$ cat src/rtl/lif_neuron.sv
// lif_neuron: leaky integrate-and-fire neuron with subtractive reset; define REFRACTORY_EN to add a post-spike refractory period
module lif_neuron #(
  parameter int MEM_W = 16,
  parameter int IN_W = 8,
  parameter int REFRAC_CYCLES = 4
) (
  input  logic                    clk,
  input  logic                    reset,
  input  logic [1:0]              beta_sel,
  input  logic                    leak_tick,
  input  logic                    in_valid,
  output logic                    in_ready,
  input  logic signed [IN_W-1:0]  in_current,
  input  logic [MEM_W-2:0]        threshold,
  output logic                    spike_out,
  output logic signed [MEM_W-1:0] mem_out
);
  localparam int SW = MEM_W + 2;
  localparam logic [1:0] ACTIVE = 2'd0, FIRE = 2'd1, REFRAC = 2'd2;
  localparam logic signed [SW-1:0] MAX_V = {3'b000, {(MEM_W-1){1'b1}}};
  localparam logic signed [SW-1:0] MIN_V = {3'b111, {(MEM_W-1){1'b0}}};
  logic [1:0] state_q, state_d;
  logic signed [MEM_W-1:0] mem_q, mem_d, shr, leak, thr;
  logic signed [IN_W-1:0] cur;
  logic signed [SW-1:0] acc, sub;
  logic spike_q, spike_d, ready_q, ready_d, fire;
`ifdef REFRACTORY_EN
  localparam int CW = $clog2(REFRAC_CYCLES + 1);
  logic [CW-1:0] cnt_q, cnt_d;
`else
  localparam int unused_refrac_cycles = REFRAC_CYCLES;
`endif

  function automatic logic signed [MEM_W-1:0] sat(input logic signed [SW-1:0] v);
    return v > MAX_V ? MAX_V[MEM_W-1:0] : v < MIN_V ? MIN_V[MEM_W-1:0] : v[MEM_W-1:0];
  endfunction

  // firing is judged on the settled membrane, so a residual left by the subtraction can fire again
  always_comb begin
    thr = {1'b0, threshold};
    cur = in_valid && ready_q ? in_current : '0;
    shr = mem_q >>> ({1'b0, beta_sel} + 3'd2);
    leak = leak_tick ? shr : '0;
    acc = SW'(mem_q) - SW'(leak) + SW'(cur);
    sub = SW'(mem_q) - SW'(thr);
    fire = |threshold && mem_q >= thr;
    mem_d = state_q == FIRE ? sat(sub) : sat(acc);
`ifdef REFRACTORY_EN
    state_d = state_q == ACTIVE ? (fire ? FIRE : ACTIVE) :
              state_q == FIRE ? REFRAC : (cnt_q == '0 ? ACTIVE : REFRAC);
    cnt_d = state_q == FIRE ? CW'(REFRAC_CYCLES - 1) :
            state_q == REFRAC && cnt_q != '0 ? cnt_q - 1'b1 : cnt_q;
`else
    state_d = state_q == ACTIVE && fire ? FIRE : ACTIVE;
`endif
    spike_d = state_d == FIRE;
    ready_d = state_d == ACTIVE;
  end

  always_ff @(posedge clk) begin
    if (reset) begin
      state_q <= ACTIVE;
      mem_q <= '0;
      spike_q <= 1'b0;
      ready_q <= 1'b1;
    end else begin
      state_q <= state_d;
      mem_q <= mem_d;
      spike_q <= spike_d;
      ready_q <= ready_d;
    end
  end

`ifdef REFRACTORY_EN
  always_ff @(posedge clk) begin
    if (reset) cnt_q <= '0;
    else cnt_q <= cnt_d;
  end
`endif

  assign in_ready = ready_q;
  assign spike_out = spike_q;
  assign mem_out = mem_q;
endmodule

$ cat config.mk
export PLATFORM = sky130hd
export DESIGN_NAME = lif_neuron
export DESIGN_NICKNAME = d
export VERILOG_FILES = /design/src/rtl/lif_neuron.sv
export SDC_FILE = /design/constraint.sdc
export NUM_CORES = 1
export LEC_CHECK = 0
export ABC_AREA = 1
export CAP_MARGIN = 20
export CORE_ASPECT_RATIO = 0.7
export CORE_UTILIZATION = 52
export DETAILED_ROUTE_END_ITERATION = 12
export GPL_TIMING_DRIVEN = 0
export PLACE_DENSITY = 0.79
export SLEW_MARGIN = 20
export SYNTH_ARGS = -nofsm -noshare
export SYNTH_HDL_FRONTEND = slang
export SYNTH_SLANG_ARGS = --single-unit
$ cat constraint.sdc
create_clock -name clk -period 3.4 [get_ports clk]
set_input_delay 0.34 -clock clk [delete_from_list [all_inputs] [get_ports clk]]
set_output_delay 0.34 -clock clk [all_outputs]
set_load 0.005 [all_outputs]
; ---- Yosys cells after proc, flatten, opt, wreduce, memory -nomap -nowiden
; Index checks and enable logic that the tools add are counted.
[op_classes]
n_addsub = 4
n_lt_le_gt_ge = 5
n_eq_ne = 2
shifts = 1
mux = 8
n_reduce_logical = 6
[op_table]
columns = operator, count
row1 = $mux 16, 6
row2 = $sub 16x16->17, 2
row3 = $add 17x8->18, 1
row4 = $gt 18x16->1 const B, 1
row5 = $lt 18x16->1 const B, 1
row6 = $gt 17x16->1 const B, 1
row7 = $lt 17x16->1 const B, 1
row8 = $ge 16x16->1, 1
row9 = $sshr 16x3->16, 1
row10 = $reduce_or 15->1, 1
row11 = $mux 8, 1
row12 = $logic_not 2->1, 2
row13 = $add 2x2->3 const B, 1
row14 = $logic_and 1x1->1, 3
row15 = $eq 2x1->1 const B, 1
row16 = $eq 1x1->1 const B, 1
row17 = $mux 1, 1
[totals]
regBits = 20
out_inout_bits = 18
wordCells = 30

; ---- Longest topological paths before layout
; Gate-level depths: netlist of the first run.
[logic_depth]
word_depth = 9
mapped_depth = 23
mapped_depth_nobuf = 21

; ---- Worst setup path before layout of the first run
; No wires, ideal clock.
[synth_path]
path_type = input port to flip-flop
from = in beta_sel[0]
to = reg mem_q[10] (netlist: mem_out[10])
setup_time_ns = 0.114
arrival_ns = 3.227
t_required_ns = 3.286
path_slack_ns = 0.059
cell_stages = 20
n_path_buf = 3
cell_sequence = clkbuf_1 -> clkbuf_1 -> nand2_1 -> o21ai_0 -> o211ai_1 -> fa_1 -> inv_1 -> fa_1 -> nand3b_1 -> nand2_1 -> nand2_1 -> nand2_2 -> nand2_2 -> nand2_2 -> nand2_1 -> nand2_2 -> nand2_2 -> a21oi_4 -> buf_12 -> a21oi_2
[synth_via]
elab_chain_len = 9
[synth_lines]
columns = item, line
row1 = "start, declared", 9  ; input logic [1:0] beta_sel,
row2 = $add 2x2->3 (*), 42  ; shr = mem_q >>> ({1'b0, beta_sel} + 3'd2);
row3 = $sshr 16x3->16 (*), 42
row4 = $mux 16 (*), 43  ; leak = leak_tick ? shr : '0;
row5 = $sub 16x16->17 (*), 44  ; acc = SW'(mem_q) - SW'(leak) + SW'(cur);
row6 = $add 17x8->18 (*), 44
row7 = $lt 18x16->1, 35  ; return v > MAX_V ? MAX_V[MEM_W-1:0] : v < MIN_V ? MIN_V[MEM_W-1:0] : v[MEM_W-1:0];
row8 = $mux 16, 35
row9 = $mux 16 (*), 35
row10 = $mux 16 (*), 47  ; mem_d = state_q == FIRE ? sat(sub) : sat(acc);
row11 = "end signal, assigned", 68  ; mem_q <= mem_d;
row12 = "end, declared", 23  ; logic signed [MEM_W-1:0] mem_q, mem_d, shr, leak, thr;
; Every way passes the cells marked *; elsewhere a longest branch is shown, timed or not.
; A chain may end at the register's enable or synchronous reset.

; ---- Worst setup path in the final report of the first run
[layout_path]
from = in beta_sel[1]
to = reg mem_q[3] (netlist: mem_out[3])
; Same word-level chain as after synthesis.

==> out/metrics.csv, run 1 <==
stage;metric;value;unit
outcome;status;finished clean;
cells_and_area;Reg area;379;sq um
floorplan;Die H;72.8;um
timing;fin. max-slew vios;0;
cells_and_area;fillcell total;607;
routing;via count;4106;
clock_tree;CTS Buffer Depth;2;
routing;Routed Antenna Nets;0;
clock_tree;later-pin clock latency in the skew report;0.26;ns
routing;Starting DRT DRC Count;317;
setup_path;WS Path Type;primary input to flip-flop;
routing;drt wl/cell;13.0;um
grt;first-pass GRT wire length;17.1;mm
placement;GPL Wtd Cong;0.928;
yosys;Post-Syn Instances;640;
routing;DRC errors left;0;
cells_and_area;# diodes;0;
cells_and_area;ratio of cells with drive above 1 in the final layout;15.4;%
clock_tree;H-Tree Depth;1;
timing;Tcrit/Tclk final;96.7;%
hold_path;worst hold start;spike_out;
timing;Min Clock Period, post-route;3.29;ns
grt;initial antenna violation count;0;
job;MaxCap Viol Count;0;
placement;DP Wirelength;8.55;mm
clock_tree;CTS tree;yes;
yosys;share of the synthesized area in the top cell type;20.0;%
routing;wirelength, routed;10.4;mm
setup_path;critical path data required time;3.56;ns
setup_path;R2R Path End;mem_out[3];
setup_path;r2r setup slk;0.16;ns
grt;largest net degree at the start of global routing;11;
setup_path;CP arrival;3.45;ns
setup_path;Critical Path Start;beta_sel[1];
timing;Worst slew margin;72.8;%
timing;Slew @ Worst Pin;0.408;ns
setup_path;critical path endpoint category;flip-flop;
yosys;sequential area share after synthesis;9.67;%
clock_tree;CTS Hold Bufs;0;
cells_and_area;multi-input logic area;0.00288;sq mm
timing;Final Hold Viols;0;
setup_path;R2R depth;21;
floorplan;Die Wd;103;um
grt;Total Routing Usage GR;29.1;%
grt;vias in the first global route;3787;
timing;clock skew;0.00462;ns
clock_tree;Worst-path clk slew;0.07;ns
floorplan;initial core utilization;54.4;%
yosys;synthesized area;0.00372;sq mm
setup_path;R2R Path Start;mem_out[4];
clock_tree;root buffer cell;clkbuf_8;
cells_and_area;layout net count;783;
yosys;mean post-synth cell area;5.82;sq um
setup_path;crit path max fanout;10;
cells_and_area;Synth-to-Final Area Change;24.7;%
timing;final setup violation count;0;
yosys;synth top area cells;nand2_1, inv_1, ha_1, dfxtp_1, fa_1;
yosys;post-synth net total;719;
yosys;Yosys reg bits;18;
timing;TNS Setup;0;ns
clock_tree;clk sinks;18;
setup_path;Startpoint Class;primary input;
setup_path;crit path capture;mem_out[3];
clock_tree;total CTS buffers;3;
timing;Fmax achieved;304;MHz
floorplan;row cnt;25;
grt;grt total ovfl;0;
yosys;Ys Warns;0;
placement;Buffers on Ports;45;
floorplan;core area;0.00685;sq mm
routing;Pre-Repair DR Iteration Count;5;
yosys;leading area contributor after synthesis;nand2_1;
floorplan;full die area;0.00751;sq mm
hold_path;hold crit path type;flip-flop to flip-flop;
yosys;Yosys cell types;38;
floorplan;Ports;47;
routing;via/cell ratio;5.15;
==> how the worst min path moves through the flow <==
stage,endpoint,slack [ns],cells after the start
after floorplan,mem_out[13],0.61,3
after global placement,mem_out[0],0.72,3
after detailed placement,mem_out[0],0.70,3
after CTS,mem_out[0],0.74,3
after global routing,mem_out[9],0.78,4
final,mem_out[9],0.75,4
==> area by class of cell <==
class                           instances  share of cell area, %
Sequential cell                        18                   8.16
Timing Repair Buffer                   59                   12.4
Buffer                                 13                   2.59
Inverter                              135                   11.0
Clock buffer                            4                   1.19
Multi-Input combinational cell        474                   62.1
Tap cell                               94                   2.53
==> stage by stage <==
stage               std cells  setup WS, ns  util [%]  hold WS, ns  instance area [sq um]
floorplan                 640        0.0586         -        0.615                   3720
global placement          779        -0.639      62.7        0.725                   4290
detailed placement        779        -0.741      62.7        0.703                   4290
CTS                       792        0.0242      65.3        0.741                   4470
global route              797      -0.00164      67.8        0.783                   4640
finish                    797         0.112      67.8        0.755                   4640
==> logic make-up (layout without fill, tap and decap cells) <==
kind of cell             Yosys count  count (layout)  share of synthesized area, %
AO/OA/AOI/OAI                     79              79                          12.4
adder cells (fa/ha/maj)           50              50                          20.0
AND/OR/NAND/NOR                  326             326                          37.4
XOR/XNOR                          19              19                          4.47
flip-flops                        18              18                          9.67
buffers and inverters            148             211                          16.1
==> synth_stat cells <==
master,instances
nor3_1,5
or2_0,1
a21oi_4,1
and3_1,1
fa_1,16
nor2_1,42
inv_1,132
o21a_1,1
buf_4,2
nand2_2,22
or2_1,1
nor3_2,1
ha_1,34
nor4_1,1
buf_12,2
nand4_1,5
clkbuf_2,1
o211ai_1,3
buf_2,1
xor2_1,14
clkinv_1,1
inv_2,2
nor2_2,2
a21oi_2,10
o21ai_0,26
and2_1,1
o21bai_1,2
dfxtp_1,18
clkbuf_1,6
nand3_1,43
nand2_4,1
xnor2_1,5
a21oi_1,35
nand3_2,1
buf_1,1
nand2_1,198
a211oi_1,1
nand3b_1,1
==> state kept, by name, indices dropped and copies added, names as in the netlist <==
register and count:
mem_out 16, in_ready 1, spike_out 1
==> placed cells by master, fill, tap and decap left out, types with 2 or more instances in the layout <==
master,synthesis,layout
nand2_1,198,192
inv_1,132,129
clkdlybuf4s50_1,0,43
nand3_1,43,42
nor2_1,42,40
a21oi_1,35,33
nand2_2,22,27
ha_1,34,27
o21ai_0,26,16
fa_1,16,15
xor2_1,14,14
a21oi_2,10,12
buf_4,2,12
dfxtp_2,0,9
dfxtp_1,18,7
xnor2_1,5,5
nor3_1,5,5
nand4_1,5,5
buf_6,0,5
o21ai_1,0,5
o21ai_2,0,5
buf_2,1,4
inv_2,2,4
nor2_2,2,4
ha_2,0,4
clkbuf_8,0,4
o211ai_1,3,3
ha_4,0,3
o21bai_1,2,2
nand3_2,1,2
buf_12,2,2
dlygate4sd2_1,0,2
dfxtp_4,0,2
==> repair_timing <==
action | in CTS | in global routing
gates resized for setup | 21 | 55
gates cloned | 2 | 0
endpoints found under the setup margin | 16 | 15
pin swaps | 4 | 8
setup buffers | 7 | 5
==> per-layer routing <==
metal | GRT usage [%] | wire, um | vias to the layer above
met5 | 0 | 0 | -
met1 | 43.2 | 5140 | 1817
met4 | 4.54 | 173 | 0
li1 | - | - | 2100
met3 | 4.79 | 829 | 22
met2 | 44.7 | 4210 | 167
==> worst max-delay path, cell delays in order <==
cell and delay (ns):
dlygate4sd2_1 0.27, clkbuf_2 0.20, o21ai_0 0.25, nor2_2 0.07, fa_1 0.51, inv_1 0.05
ha_1 0.35, nand2_1 0.13, nand2_1 0.07, nand2_1 0.06, nand2_1 0.04, nand2_1 0.05
nand3_1 0.15, nand2_2 0.12, nand2_1 0.07, nand2_1 0.07, nand2_2 0.09, a21oi_4 0.24
buf_6 0.15, buf_16 0.11, a21oi_2 0.04
Power of run 1 is left out: the tool's default activity adds up to more than one toggle a clock period on the data nets, which glitch-free logic cannot reach.
==> inputs of run 2 (changes only) <==
--- a/config.mk
+++ b/config.mk
@@ -7,11 +7,11 @@
 export LEC_CHECK = 0
 export ABC_AREA = 1
 export CAP_MARGIN = 20
-export CORE_ASPECT_RATIO = 0.7
-export CORE_UTILIZATION = 52
+export CORE_UTILIZATION = 53
+export CTS_BUF_LIST = sky130_fd_sc_hd__clkbuf_4 sky130_fd_sc_hd__clkbuf_8
 export DETAILED_ROUTE_END_ITERATION = 12
 export GPL_TIMING_DRIVEN = 0
-export PLACE_DENSITY = 0.79
+export PLACE_DENSITY = 0.8
 export SLEW_MARGIN = 20
 export SYNTH_ARGS = -nofsm -noshare
 export SYNTH_HDL_FRONTEND = slang
==> run 2 against run 1 <==
Via count is 2.7% lower. Global-route usage is 1.1 points lower. Cell count is 0.25% higher. Fmax is 1.5% higher. Sequential share of layout area is 0.35 points lower. Worst hold slack better by 0.00098 ns. First-iteration DRC count is 62% lower. Critical path depth is 4 lower. Clock skew is 0.0011 ns lower. Die area is 1.9% lower. Highest routed layer unchanged.
==> out/metrics.csv, run 2 (synthesized netlist as in run 1, its figures left out) <==
stage;metric;value;unit
grt;Total Routing Usage GR;28.0;%
clock_tree;CTS Buffer Depth;2;
timing;Fmax achieved;309;MHz
cells_and_area;commonest non-fill, non-tap cell in the layout;nand2_1;
clock_tree;CTS Hold Bufs;0;
cells_and_area;# diodes;0;
clock_tree;total CTS buffers;3;
floorplan;core area;0.00679;sq mm
routing;Starting DRT DRC Count;120;
timing;Min Clock Period, post-route;3.24;ns
grt;grt total ovfl;0;
routing;drt wl/cell;12.6;um
cells_and_area;Reg area;364;sq um
job;MaxCap Viol Count;0;
setup_path;critical path data required time;3.55;ns
routing;Routed Antenna Nets;0;
grt;first-pass GRT wire length;16.4;mm
clock_tree;later-pin clock latency in the skew report;0.26;ns
placement;post-place instance area;0.00430;sq mm
cells_and_area;layout net count;783;
cells_and_area;Synth-to-Final Area Change;25.1;%
floorplan;Die H;85.8;um
routing;wirelength, routed;10.1;mm
setup_path;critical path endpoint category;flip-flop;
setup_path;kind of cell adding the most delay to the critical path;buffers and inverters;
setup_path;crit-path max cell delay;0.53;ns
timing;Slew @ Worst Pin;0.396;ns
timing;final setup violation count;0;
grt;largest net degree at the start of global routing;11;
clock_tree;CTS tree;yes;
hold_path;hold crit path type;flip-flop to flip-flop;
clock_tree;H-Tree Depth;1;
floorplan;Die Wd;85.8;um
timing;Worst slew margin;73.6;%
clock_tree;clk sinks;18;
floorplan;row cnt;30;
timing;fin. max-slew vios;0;
setup_path;crit path max fanout;9;
setup_path;WS Path Type;primary input to flip-flop;
floorplan;full die area;0.00737;sq mm
setup_path;cell at the slowest stage of the critical path;fa_1;
setup_path;Worst Path Buf+Inv;5;
floorplan;initial core utilization;54.8;%
cells_and_area;fin area;0.00466;sq mm
cells_and_area;fillcell total;602;
clock_tree;Worst-path clk slew;0.07;ns
routing;DRC errors left;0;
cells_and_area;ratio of cells with drive above 1 in the final layout;14.7;%
outcome;status;finished clean;
setup_path;CP Cell Sequence;clkdlybuf4s50_1 -> nand2_1 -> inv_4 -> nand2_8 -> fa_1 -> inv_1 -> ha_1 -> a21oi_1 -> nand2_1 -> a21oi_2 -> nand3_1 -> nand2_1 -> nand2_2 -> a21oi_4 -> buf_6 -> buf_4 -> a21oi_1;
setup_path;critical path's most frequent cell;nand2_1;
placement;GPL Wtd Cong;0.902;
placement;Buffers on Ports;45;
routing;Pre-Repair DR Iteration Count;5;
setup_path;Startpoint Class;primary input;
routing;via count;3997;
cells_and_area;commonest non-fill, non-tap cells in the layout;nand2_1, inv_1, clkdlybuf4s50_1;
cells_and_area;multi-input logic area;0.00292;sq mm
setup_path;CP arrival;3.39;ns
clock_tree;root buffer cell;clkbuf_8;
grt;vias in the first global route;3790;
routing;via/cell ratio;5.00;
floorplan;Ports;47;
grt;initial antenna violation count;0;
timing;clock skew;0.00350;ns
cells_and_area;Largest register FFs;16;
placement;DP Wirelength;8.22;mm
timing;Final Hold Viols;0;
timing;Tcrit/Tclk final;95.3;%
[run 2: cell types whose count changed in the layout (fill, tap and decap cells not counted), sizes merged]
cell          before  now
buf               24   21
clkbuf             7   10
clkinv             2    1
dlygate4sd2        2    1
dlymetal6s2s       0    1
inv              133  134
[run 2: tightest hold or removal path, delay by kind of cell (launching register included)]
kind	cells	cell delay (ns)
simple gates	2	0.13
buf+inv	1	0.19
flops	1	0.31
compound gates	1	0.09
[run 2: area by class of cell]
type | instances | area share (%)
Sequential cell | 18 | 7.81
Timing Repair Buffer | 59 | 12.6
Multi-Input combinational cell | 474 | 62.6
Buffer | 13 | 2.31
Inverter | 135 | 10.9
Tap cell | 96 | 2.58
Clock buffer | 4 | 1.18
[run 2: through the flow]
stage	cells	hold slack, ns	util (%)	setup slack, ns	setup TNS (ns)
floorplan	640	0.615	-	0.0586	0
global placement	781	0.727	63.2	-0.618	-8.91
detailed placement	781	0.724	63.2	-0.695	-10.05
CTS	794	0.756	65.8	0.0120	0
global route	799	0.793	68.6	-0.0622	-0.563
finish	799	0.756	68.6	0.160	0
[run 2: path summary, 6_finish.rpt]
path / slack, ns / depth (start not counted) / end / startpoint
worst min register to register: 0.76 / 4 / mem_out[7] / spike_out
worst min-delay path: 0.76 / 4 / mem_out[7] / spike_out
worst max-delay path: 0.16 / 17 / mem_out[0] / in_valid
worst max register to register: 0.19 / 20 / mem_out[0] / mem_out[4]
[run 2: layer usage]
metal  GRT usage, %  vias to the layer above  routed length, um
met5              0                        -                  0
met2           48.9                      107               4870
li1               -                     2097                  -
met4           14.8                        0                427
met3           2.12                       30                368
met1           34.3                     1763               4400
[run 2: repair_timing]
action | in CTS | in global routing
setup endpoints to repair | 15 | 15
pin swaps | 3 | 9
gates cloned | 1 | 0
gates resized for setup | 16 | 54
buffers inserted | 8 | 5
Power of run 2 is left out for the same reason.
